$ cat src/rtl/ym_timer_bank.sv
// Bank of NUM_TIMERS up-counting interval timers with per-timer prescaler,
// reload register, run control, overflow pulse and IRQ-enabled status flag.
module ym_timer_bank #(
  parameter int          NUM_TIMERS = 2,
  parameter int          CNT_W      = 10,
  parameter logic [31:0] DIV_LOG2   = 32'h40
) (
  input  logic                        MCLK,
  input  logic                        IC,
  input  logic                        tick,
  input  logic                        rl_wr,
  input  logic [2:0]                  rl_sel,
  input  logic [CNT_W-1:0]            rl_data,
  input  logic                        ctrl_wr,
  input  logic [NUM_TIMERS-1:0]       ctrl_load,
  input  logic [NUM_TIMERS-1:0]       ctrl_irq_en,
  input  logic [NUM_TIMERS-1:0]       ctrl_clr,
  output logic [NUM_TIMERS-1:0]       flag,
  output logic                        irq,
  output logic [NUM_TIMERS-1:0]       ovf_pulse,
  output logic [NUM_TIMERS*CNT_W-1:0] cnt_o
);

  function automatic logic at_top(input logic [CNT_W-1:0] c);
    return &c;
  endfunction

  // All-ones wraps back to the reload value instead of rolling to zero.
  function automatic logic [CNT_W-1:0] next_count(input logic [CNT_W-1:0] c,
                                                  input logic [CNT_W-1:0] reload);
    logic [CNT_W-1:0] inc;
    inc = c + 1'b1;
    return at_top(c) ? reload : inc;
  endfunction

  for (genvar i = 0; i < NUM_TIMERS; i++) begin : g_tmr
    localparam int DIV = int'(DIV_LOG2[4*i +: 4]);
    localparam int PW  = (DIV == 0) ? 1 : DIV;

    logic [CNT_W-1:0] reload_q;
    logic [CNT_W-1:0] cnt_q;
    logic [PW-1:0]    presc_q;
    logic             run_q;
    logic             irq_en_q;
    logic             flag_q;
    logic             ovf_q;
    logic             load_edge;
    logic             run_keep;
    logic             step_en;
    logic             cnt_step;
    logic             wrap;

    // A stop write in the same cycle as a tick freezes the count before it.
    always_comb begin
      load_edge = ctrl_wr & ctrl_load[i] & ~run_q;
      run_keep  = run_q & (~ctrl_wr | ctrl_load[i]);
      step_en   = tick & run_keep;
      cnt_step  = step_en & ((DIV == 0) ? 1'b1 : (&presc_q));
      wrap      = cnt_step & at_top(cnt_q);
    end

    always_ff @(posedge MCLK or negedge IC) begin
      if (!IC) begin
        reload_q <= '0;
        cnt_q    <= '0;
        presc_q  <= '0;
        run_q    <= 1'b0;
        irq_en_q <= 1'b0;
        flag_q   <= 1'b0;
        ovf_q    <= 1'b0;
      end else begin
        if (rl_wr && (rl_sel == 3'(i))) begin
          reload_q <= rl_data;
        end
        if (ctrl_wr) begin
          run_q    <= ctrl_load[i];
          irq_en_q <= ctrl_irq_en[i];
        end
        // Load and overflow both sample reload_q before any same-cycle write.
        if (load_edge) begin
          cnt_q   <= reload_q;
          presc_q <= '0;
        end else if (step_en) begin
          presc_q <= presc_q + 1'b1;
          if (cnt_step) begin
            cnt_q <= next_count(cnt_q, reload_q);
          end
        end
        ovf_q <= wrap;
        if (wrap && irq_en_q) begin
          flag_q <= 1'b1;
        end else if (ctrl_wr && ctrl_clr[i]) begin
          flag_q <= 1'b0;
        end
      end
    end

    assign cnt_o[i*CNT_W +: CNT_W] = cnt_q;
    assign flag[i]                 = flag_q;
    assign ovf_pulse[i]            = ovf_q;
  end

  assign irq = |flag;

endmodule

$ cat config.mk
export PLATFORM = sky130hd
export DESIGN_NAME = ym_timer_bank
export DESIGN_NICKNAME = d
export VERILOG_FILES = /design/src/rtl/ym_timer_bank.sv
export SDC_FILE = /design/constraint.sdc
export NUM_CORES = 1
export LEC_CHECK = 0
export ABC_AREA = 1
export CAP_MARGIN = 20
export CORE_UTILIZATION = 48
export DETAILED_ROUTE_END_ITERATION = 10
export PLACE_DENSITY = 0.81
export SYNTH_ARGS = -nofsm -noshare
export SYNTH_HDL_FRONTEND = slang
export SYNTH_SLANG_ARGS = --single-unit
$ cat constraint.sdc
create_clock -name MCLK -period 1.27 [get_ports MCLK]
set_input_delay 0.127 -clock MCLK [delete_from_list [all_inputs] [get_ports MCLK]]
set_output_delay 0.127 -clock MCLK [all_outputs]
set_load 0.01 [all_outputs]
==> summary.txt, run 1 <==
Floorplan
  • Starting Density: 51.1%
  • Row cnt: 27
  • I/O Pins: 49
  • Die Area: 6350 sq um
  • CORE AREA: 5680 sq um
  • Chip height: 79.7 microns
  • Die width: 79.7 microns

Clocking
  • Root buffer cell: clkbuf_8
  • Clk_lat worst skew: 0.32 ns
  • CTS max path bufs: 2
  • TritonCTS clock tree: built
  • Total CTS buffers: 5
  • # H-tree levels: 2
  • Sink Count: 52
  • Clock Pin Slew Worst Setup and Hold Paths: 0.10 ns

Drt
  • Final ANT Viol Nets: 0
  • Iteration-0 DRC Markers: 459
  • Vias: 3188
  • Vias per cell: 5.52
  • Drt first pass iters: 5
  • WL final: 9.33 mm
  • Drt wl/cell: 16.1 microns
  • Drc violations: 0

Logic synthesis
  • Synth Cell Area: 2900 sq um
  • Yosys warnings: 0
  • Biggest area consumer among synthesized cells: dfrtp_1
  • Synth Net Count: 412
  • Post-synth EDFFs: 0
  • Top-area cell type share of the netlist area: 44.9%
  • Post-synth top flop: dfrtp_1
  • Synth unique cells: 30
  • Post-Syn Area per Cell: 7.53 sq um
  • Top cells by area, synth: dfrtp_1 (45%), nand2_1 (18%), inv_1 (6.0%)
  • Seq cells post-synth: 52
  • Register area share after synthesis: 44.9%
  • Synth Instances: 385
  • Async set-reset flop share out of synthesis: 100%

Global route
  • Overall Global Routing Usage: 28.1%
  • Global-route wire length before repair: 13.4 mm
  • Largest net degree at the start of global routing: 40
  • GR Overflow Total: 0
  • Initial antenna violation count: 0
  • Vias in the first global route: 2937

Timing
  • Total Neg Setup Slack: -2.74 ns
  • Worst Tran Pin Value: 0.403 ns
  • Min Hold Slack: 0.191 ns
  • Final WS setup: -0.189 ns
  • Unrepaired setup endpoints after global routing: yes
  • Final Slew Violations: 0
  • Final setup viols: 23
  • Final period utilization: 115%
  • Worst setup skew after layout: 0.0121 ns
  • Period minus WS final: 1.46 ns
  • Worst rel slew slack: 73.1%
  • Fin. Hold Viols: 0
  • Max Freq: 685 MHz

Final layout
  • Nets@finish: 532
  • Layout Area Growth over Synthesis: 51.0%
  • Layout cells sized above 1: 34.6%
  • Fill count: 359
  • Fin cells: 578
  • Most common cell after layout, fill and taps aside: nand2_1
  • ANT cells: 0
  • Commonest cells after routing, fill and taps aside: nand2_1 (123), buf_4 (67), dfrtp_1 (46), inv_1 (44), o21ai_0 (23)

Critical path
  • CP endpoint kind: register
  • Worst path slowest cell: dfrtp_2
  • Slowest stage delay, CP: 0.42 ns
  • CP arrival: 1.66 ns
  • Crit path kind: register to register
  • Crit start category: register
  • Crit Path Max Fanout: 6
  • Crit path required time: 1.47 ns
  • CP cell instances: buf_4 -> nand2_2 -> nor2_4 -> nand3_4 -> nand2_8 -> nand2_1 -> nand3_2 -> nand2_1
  • Most frequent CP cell: nand2_1

Power
  • Peak supply drop: 967 uV
  • Pwr per Cell Area: 1480 nW/um^2
  • Leakage: 2.26 nW
  • Tot Pwr: 0.00646 W

Hold path
  • Hold Crit Class: input pin to register

Status
  • Status: finished with violations
  • Failing checks: setup timing

Placed design
  • DPL Wire Length: 5.58 mm
  • Final RePlAce weighted congestion: 0.900
  • Placed Cells: 544
  • IO buf count: 48

Flow run
  • Max cap viols: 0
final cells by class:
type	instances	area (sq um)	share of cell area (%)
clock inverter	2	38.8	0.887
sequential	52	1310	29.9
inverter	51	201	4.61
timing repair buffer	122	1050	24.1
tap	72	90.1	2.06
multi-input combinational	273	1600	36.6
clock buffer	6	82.6	1.89
critical path, delay by kind of cell (launching register included):
kind	cells	cell delay, ns
simple gates	7	0.78
flops	1	0.42
buf+inv	1	0.13
Yosys cell counts (2+ instances only):
| cell | instances |
|---|---|
| clkbuf_1 | 4 |
| nand3b_1 | 6 |
| buf_4 | 4 |
| inv_1 | 46 |
| nor2_4 | 4 |
| nand4_1 | 5 |
| o21bai_1 | 2 |
| nand2_1 | 141 |
| buf_6 | 2 |
| dfrtp_1 | 52 |
| xnor2_1 | 2 |
| o21ai_0 | 24 |
| nor2_2 | 3 |
| nand3_4 | 3 |
| nor2_1 | 25 |
| nand3_1 | 29 |
| inv_2 | 5 |
| nand2_2 | 8 |
| o21ai_1 | 3 |
| a21oi_1 | 3 |
| nand2_4 | 3 |
| ha_1 | 3 |
kinds of logic (layout without fill, tap and decap cells):
family,count (synthesis),count (layout),synth area share [%]
and+or+nand+nor,230,232,36.8
DFF,52,52,44.9
buffers and inverters,62,181,9.63
xor gates and xnor gates,2,2,0.605
adders and majority gates,3,3,1.30
AOI/OAI and AO/OA,36,36,6.78
where the power goes:
| group | switching, W | internal [W] | leakage (nW) |
|---|---|---|---|
| Sequential | 0.000298 | 0.00202 | 0.658 |
| Combinational | 0.00151 | 0.00141 | 1.54 |
| Clock | 0.000576 | 0.000645 | 0.0614 |
sequential cells by signal (all words and copies together), names as in the netlist:
register	cells
g_tmr.flag_q	2
g_tmr.reload_q	20
g_tmr.irq_en_q	2
g_tmr.ovf_q	2
g_tmr.presc_q	4
g_tmr.run_q	2
g_tmr.cnt_q	20
stage by stage:
stage	utilization, %	cell area [sq um]	setup WS (ns)
after detailed placement	67.0	3800	-0.314
after global routing	77.1	4370	-0.262
after floorplan	-	2910	-0.147
after global placement	67.0	3800	-0.264
final	77.1	4370	-0.189
after CTS	73.8	4190	-0.142
metal layers:
| layer | global-route usage [%] | share of wire, % | vias to the layer above |
|---|---|---|---|
| met2 | 47.4 | 49 | 221 |
| met5 | 0 | 0 | - |
| li1 | - | - | 1433 |
| met4 | 14.9 | 5.7 | 0 |
| met1 | 33.8 | 38 | 1469 |
| met3 | 5.14 | 8.1 | 65 |
final timing paths:
check | from | end | slack [ns] | cells past startpoint
max in group asynchronous | IC | g_tmr[1].cnt_q[3]$_DFFE_PN0P_ | 0.46 | 3
setup / recovery | g_tmr[0].cnt_q[4]$_DFFE_PN0P_ | g_tmr[0].cnt_q[3]$_DFFE_PN0P_ | -0.19 | 8
min in group asynchronous | IC | g_tmr[1].cnt_q[4]$_DFFE_PN0P_ | 0.25 | 2
hold / removal | ctrl_wr | g_tmr[1].run_q$_DFFE_PN0P_ | 0.19 | 3
setup reg to reg | g_tmr[0].cnt_q[4]$_DFFE_PN0P_ | g_tmr[0].cnt_q[3]$_DFFE_PN0P_ | -0.19 | 8
hold reg to reg | g_tmr[0].irq_en_q$_DFFE_PN0P_ | g_tmr[0].irq_en_q$_DFFE_PN0P_ | 0.49 | 2
timing repair:
action,in CTS,in global routing
hold buffers,1,0
endpoints found under the setup margin,47,31
resized for setup,70,53
pin swaps,27,18
endpoints found under the hold margin,13,0
setup buffers,19,5
gates cloned,2,0
Note: power is estimated with default switching activity, not from simulation.
==> inputs of run 2 (changes only) <==
--- a/config.mk
+++ b/config.mk
@@ -9,7 +9,7 @@
 export CAP_MARGIN = 20
 export CORE_UTILIZATION = 48
 export DETAILED_ROUTE_END_ITERATION = 10
-export PLACE_DENSITY = 0.81
+export PLACE_DENSITY = 0.76
 export SYNTH_ARGS = -nofsm -noshare
 export SYNTH_HDL_FRONTEND = slang
 export SYNTH_SLANG_ARGS = --single-unit
==> run 2 against run 1 <==
The run still ends with setup timing left. Via count is 5.7% lower. Register-to-register slack gained 0.03 ns. Die area stayed put. Core utilization shrank 0.90 points. Global-route usage decreased by 0.85 points. Cell count stayed put. Clock power is 9.8% higher. Worst hold slack got worse by 0.0089 ns. First-iteration DRC count is 45% lower.
==> summary.txt, run 2 (same netlist as run 1, synthesis figures left out) <==
Power
  • Combinational power share: 41.9% (was 45.2%)
  • Peak supply drop: 831 uV (was 967 uV)
  • Power share of the sequential group: 36.8% (was 35.9%)
  • Net Sw Frac: 34.8% (was 37.0%)
  • Leakage: 2.26 nW (about the same)
  • Total net switching power: 0.00218 W (was 0.00239 W)
  • Pwr per Cell Area: 1450 nW/um^2 (was 1480 nW/um^2)
  • Tot Pwr: 0.00626 W (was 0.00646 W)
  • Power Internal: 0.00408 W (was 0.00407 W)
  • Clock network power share: 21.3% (was 18.9%)

Floorplan
  • Die Area: 6350 sq um (unchanged)
  • Starting Density: 51.1% (unchanged)
  • Row cnt: 27 (unchanged)
  • Chip height: 79.7 microns (unchanged)
  • CORE AREA: 5680 sq um (unchanged)
  • I/O Pins: 49 (unchanged)
  • Die width: 79.7 microns (unchanged)

Drt
  • Iteration-0 DRC Markers: 252 (was 459)
  • Vias per cell: 5.20 (was 5.52)
  • Vias: 3005 (was 3188)
  • Drc violations: 0 (unchanged)
  • Drt wl/cell: 14.3 microns (was 16.1 microns)
  • Drt first pass iters: 5 (unchanged)
  • WL final: 8.27 mm (was 9.33 mm)
  • Final ANT Viol Nets: 0 (unchanged)

Critical path
  • Levels on crit path: 9 (was 8)
  • CP top delay family: simple AND/OR/NAND/NOR gates (unchanged)
  • CP cell instances: ha_4 -> nand2_4 -> nor2_4 -> nand3_4 -> nand2_8 -> inv_4 -> nand2_1 -> nand2_1 -> nand2_1 (was buf_4 -> nand2_2 -> nor2_4 -> nand3_4 -> nand2_8 -> nand2_1 -> nand3_2 -> nand2_1)
  • CP endpoint kind: register (unchanged)
  • Crit path required time: 1.52 ns (was 1.47 ns)
  • Slowest stage delay, CP: 0.42 ns (about the same)
  • Crit path kind: register to register (unchanged)
  • Most frequent CP cell: nand2_1 (unchanged)
  • Worst Path Buf+Inv: 1 (unchanged)
  • Crit start category: register (unchanged)
  • Cells on worst reg2reg path: 9 (was 8)
  • Crit Path Max Fanout: 6 (unchanged)
  • CP arrival: 1.68 ns (was 1.66 ns)
  • Worst path slowest cell: dfrtp_1 (was dfrtp_2)

Final layout
  • ANT cells: 0 (unchanged)
  • Fill count: 405 (was 359)
  • Fin cells: 578 (unchanged)
  • Largest regs: g_tmr.cnt_q (20), g_tmr.reload_q (20), g_tmr.presc_q (4) (unchanged)
  • Nets@finish: 533 (was 532)
  • Most common cell after layout, fill and taps aside: nand2_1 (unchanged)
  • Layout Area Growth over Synthesis: 49.2% (was 51.0%)
  • Commonest cells after routing, fill and taps aside: nand2_1 (125), buf_4 (70), dfrtp_1 (50), inv_1 (44), o21ai_0 (23) (was nand2_1 (123), buf_4 (67), dfrtp_1 (46), inv_1 (44), o21ai_0 (23))
  • Layout cells sized above 1: 32.6% (was 34.6%)
  • Final Cell Area: 4320 sq um (was 4370 sq um)

Timing
  • Final period utilization: 112% (was 115%)
  • Fin. Hold Viols: 0 (unchanged)
  • Worst rel slew slack: 79.8% (was 73.1%)
  • Worst setup skew after layout: 0.0123 ns (was 0.0121 ns)
  • Unrepaired setup endpoints after global routing: yes (unchanged)
  • Worst Tran Pin Value: 0.303 ns (was 0.403 ns)
  • Period minus WS final: 1.43 ns (was 1.46 ns)
  • Min Hold Slack: 0.183 ns (was 0.191 ns)
  • Max Freq: 701 MHz (was 685 MHz)
  • Final Slew Violations: 0 (unchanged)
  • Final setup viols: 21 (was 23)
  • Final WS setup: -0.157 ns (was -0.189 ns)

Hold path
  • Hold path depth: 3 (unchanged)
  • Hold Crit Class: input pin to register (unchanged)

Placed design
  • DP Area: 3800 sq um (about the same)
  • Final RePlAce weighted congestion: 0.870 (was 0.900)
  • IO buf count: 48 (unchanged)
  • DPL Wire Length: 5.11 mm (was 5.58 mm)
  • Placed Cells: 547 (was 544)
  • Dpl ws: -0.323 ns (was -0.314 ns)

Clocking
  • # H-tree levels: 2 (unchanged)
  • Clock Pin Slew Worst Setup and Hold Paths: 0.10 ns (about the same)
  • Sink Count: 52 (unchanged)
  • CTS max path bufs: 2 (unchanged)
  • Clk_lat worst skew: 0.31 ns (was 0.32 ns)
  • TritonCTS clock tree: built (unchanged)
  • Total CTS buffers: 5 (unchanged)
  • Root buffer cell: clkbuf_8 (unchanged)

Global route
  • Vias in the first global route: 2951 (was 2937)
  • Initial antenna violation count: 0 (unchanged)
  • Global-route wire length before repair: 13.3 mm (was 13.4 mm)
  • Largest net degree at the start of global routing: 53 (was 40)
  • Overall Global Routing Usage: 27.2% (was 28.1%)
  • GR Overflow Total: 0 (unchanged)

Status
  • Status: finished with violations (unchanged)
  • Failing checks: setup timing (unchanged)

Flow run
  • Max cap viols: 0 (unchanged)
[run 2: cell count changes in the layout (fill, tap and decap cells not counted), moves of 3 or more]
cell / before / now
dfrtp_1: 46 / 50
nor2_4: 7 / 10
nand3_2: 12 / 9
dfrtp_2: 6 / 2
nand3_1: 16 / 20
buf_4: 67 / 70
[run 2: final cells by class]
cell class	count	area, sq um	area share, %
clock buffers	5	68.8	1.59
clock inverters	2	60.1	1.39
inverters	51	201	4.66
multi-input cells	273	1570	36.2
flip-flops and latches	52	1300	30.2
well taps	72	90.1	2.08
repair buffers	123	1030	23.9
[run 2: timing repair]
| item | CTS | global route |
|---|---|---|
| endpoints found under the setup margin | 47 | 33 |
| endpoints found under the hold margin | 52 | 0 |
| resized for setup | 76 | 36 |
| setup buffers | 18 | 3 |
| cloned | 2 | 0 |
| hold buffers | 1 | 0 |
| pin swaps | 19 | 10 |
[run 2: worst paths after layout]
| path | start | to | slack [ns] |
|---|---|---|---|
| max | g_tmr[0].cnt_q[0]$_DFFE_PN0P_ | g_tmr[0].cnt_q[9]$_DFFE_PN0P_ | -0.16 |
| max in group asynchronous | IC | g_tmr[1].cnt_q[9]$_DFFE_PN0P_ | 0.68 |
| max reg2reg | g_tmr[0].cnt_q[0]$_DFFE_PN0P_ | g_tmr[0].cnt_q[9]$_DFFE_PN0P_ | -0.16 |
| min reg2reg | g_tmr[1].irq_en_q$_DFFE_PN0P_ | g_tmr[1].irq_en_q$_DFFE_PN0P_ | 0.48 |
| min | ctrl_wr | g_tmr[1].run_q$_DFFE_PN0P_ | 0.18 |
| min in group asynchronous | IC | g_tmr[1].reload_q[7]$_DFFE_PN0P_ | 0.34 |
[run 2: power by group through the flow]
stage	Sequential [W]	Combinational [W]	Clock [W]
2_1_floorplan	0.00246	0.000863	0
3_3_place_gp	0.00234	0.00212	0
3_5_place_dp	0.00236	0.00217	0
4_1_cts	0.00228	0.00245	0.00133
5_1_grt	0.00234	0.00286	0.00141
6_report	0.00230	0.00262	0.00134
[run 2: metal layers]
layer / routed length (microns) / vias to the layer above / track usage (%)
met5: 0 / - / 0
met4: 188 / 0 / 10.9
met3: 491 / 22 / 5.26
met2: 4100 / 124 / 46.2
met1: 3480 / 1419 / 33.8
li1: - / 1440 / -
[run 2: per-stage QoR]
stage                     utilization (%)  TNS (ns)
after detailed placement             66.9     -6.03
after CTS                            74.1     -1.73
after global placement               66.9     -5.45
final                                76.2     -1.99
after floorplan                         -     -2.14
after global routing                 76.2     -3.58
[run 2: worst register-to-register path, stage by stage, from the launching register on]
cell and delay [ns]:
dfrtp_1 0.42, ha_4 0.17, nand2_4 0.06, nor2_4 0.11
nand3_4 0.17, nand2_8 0.16, inv_4 0.06, nand2_1 0.07
nand2_1 0.08, nand2_1 0.08
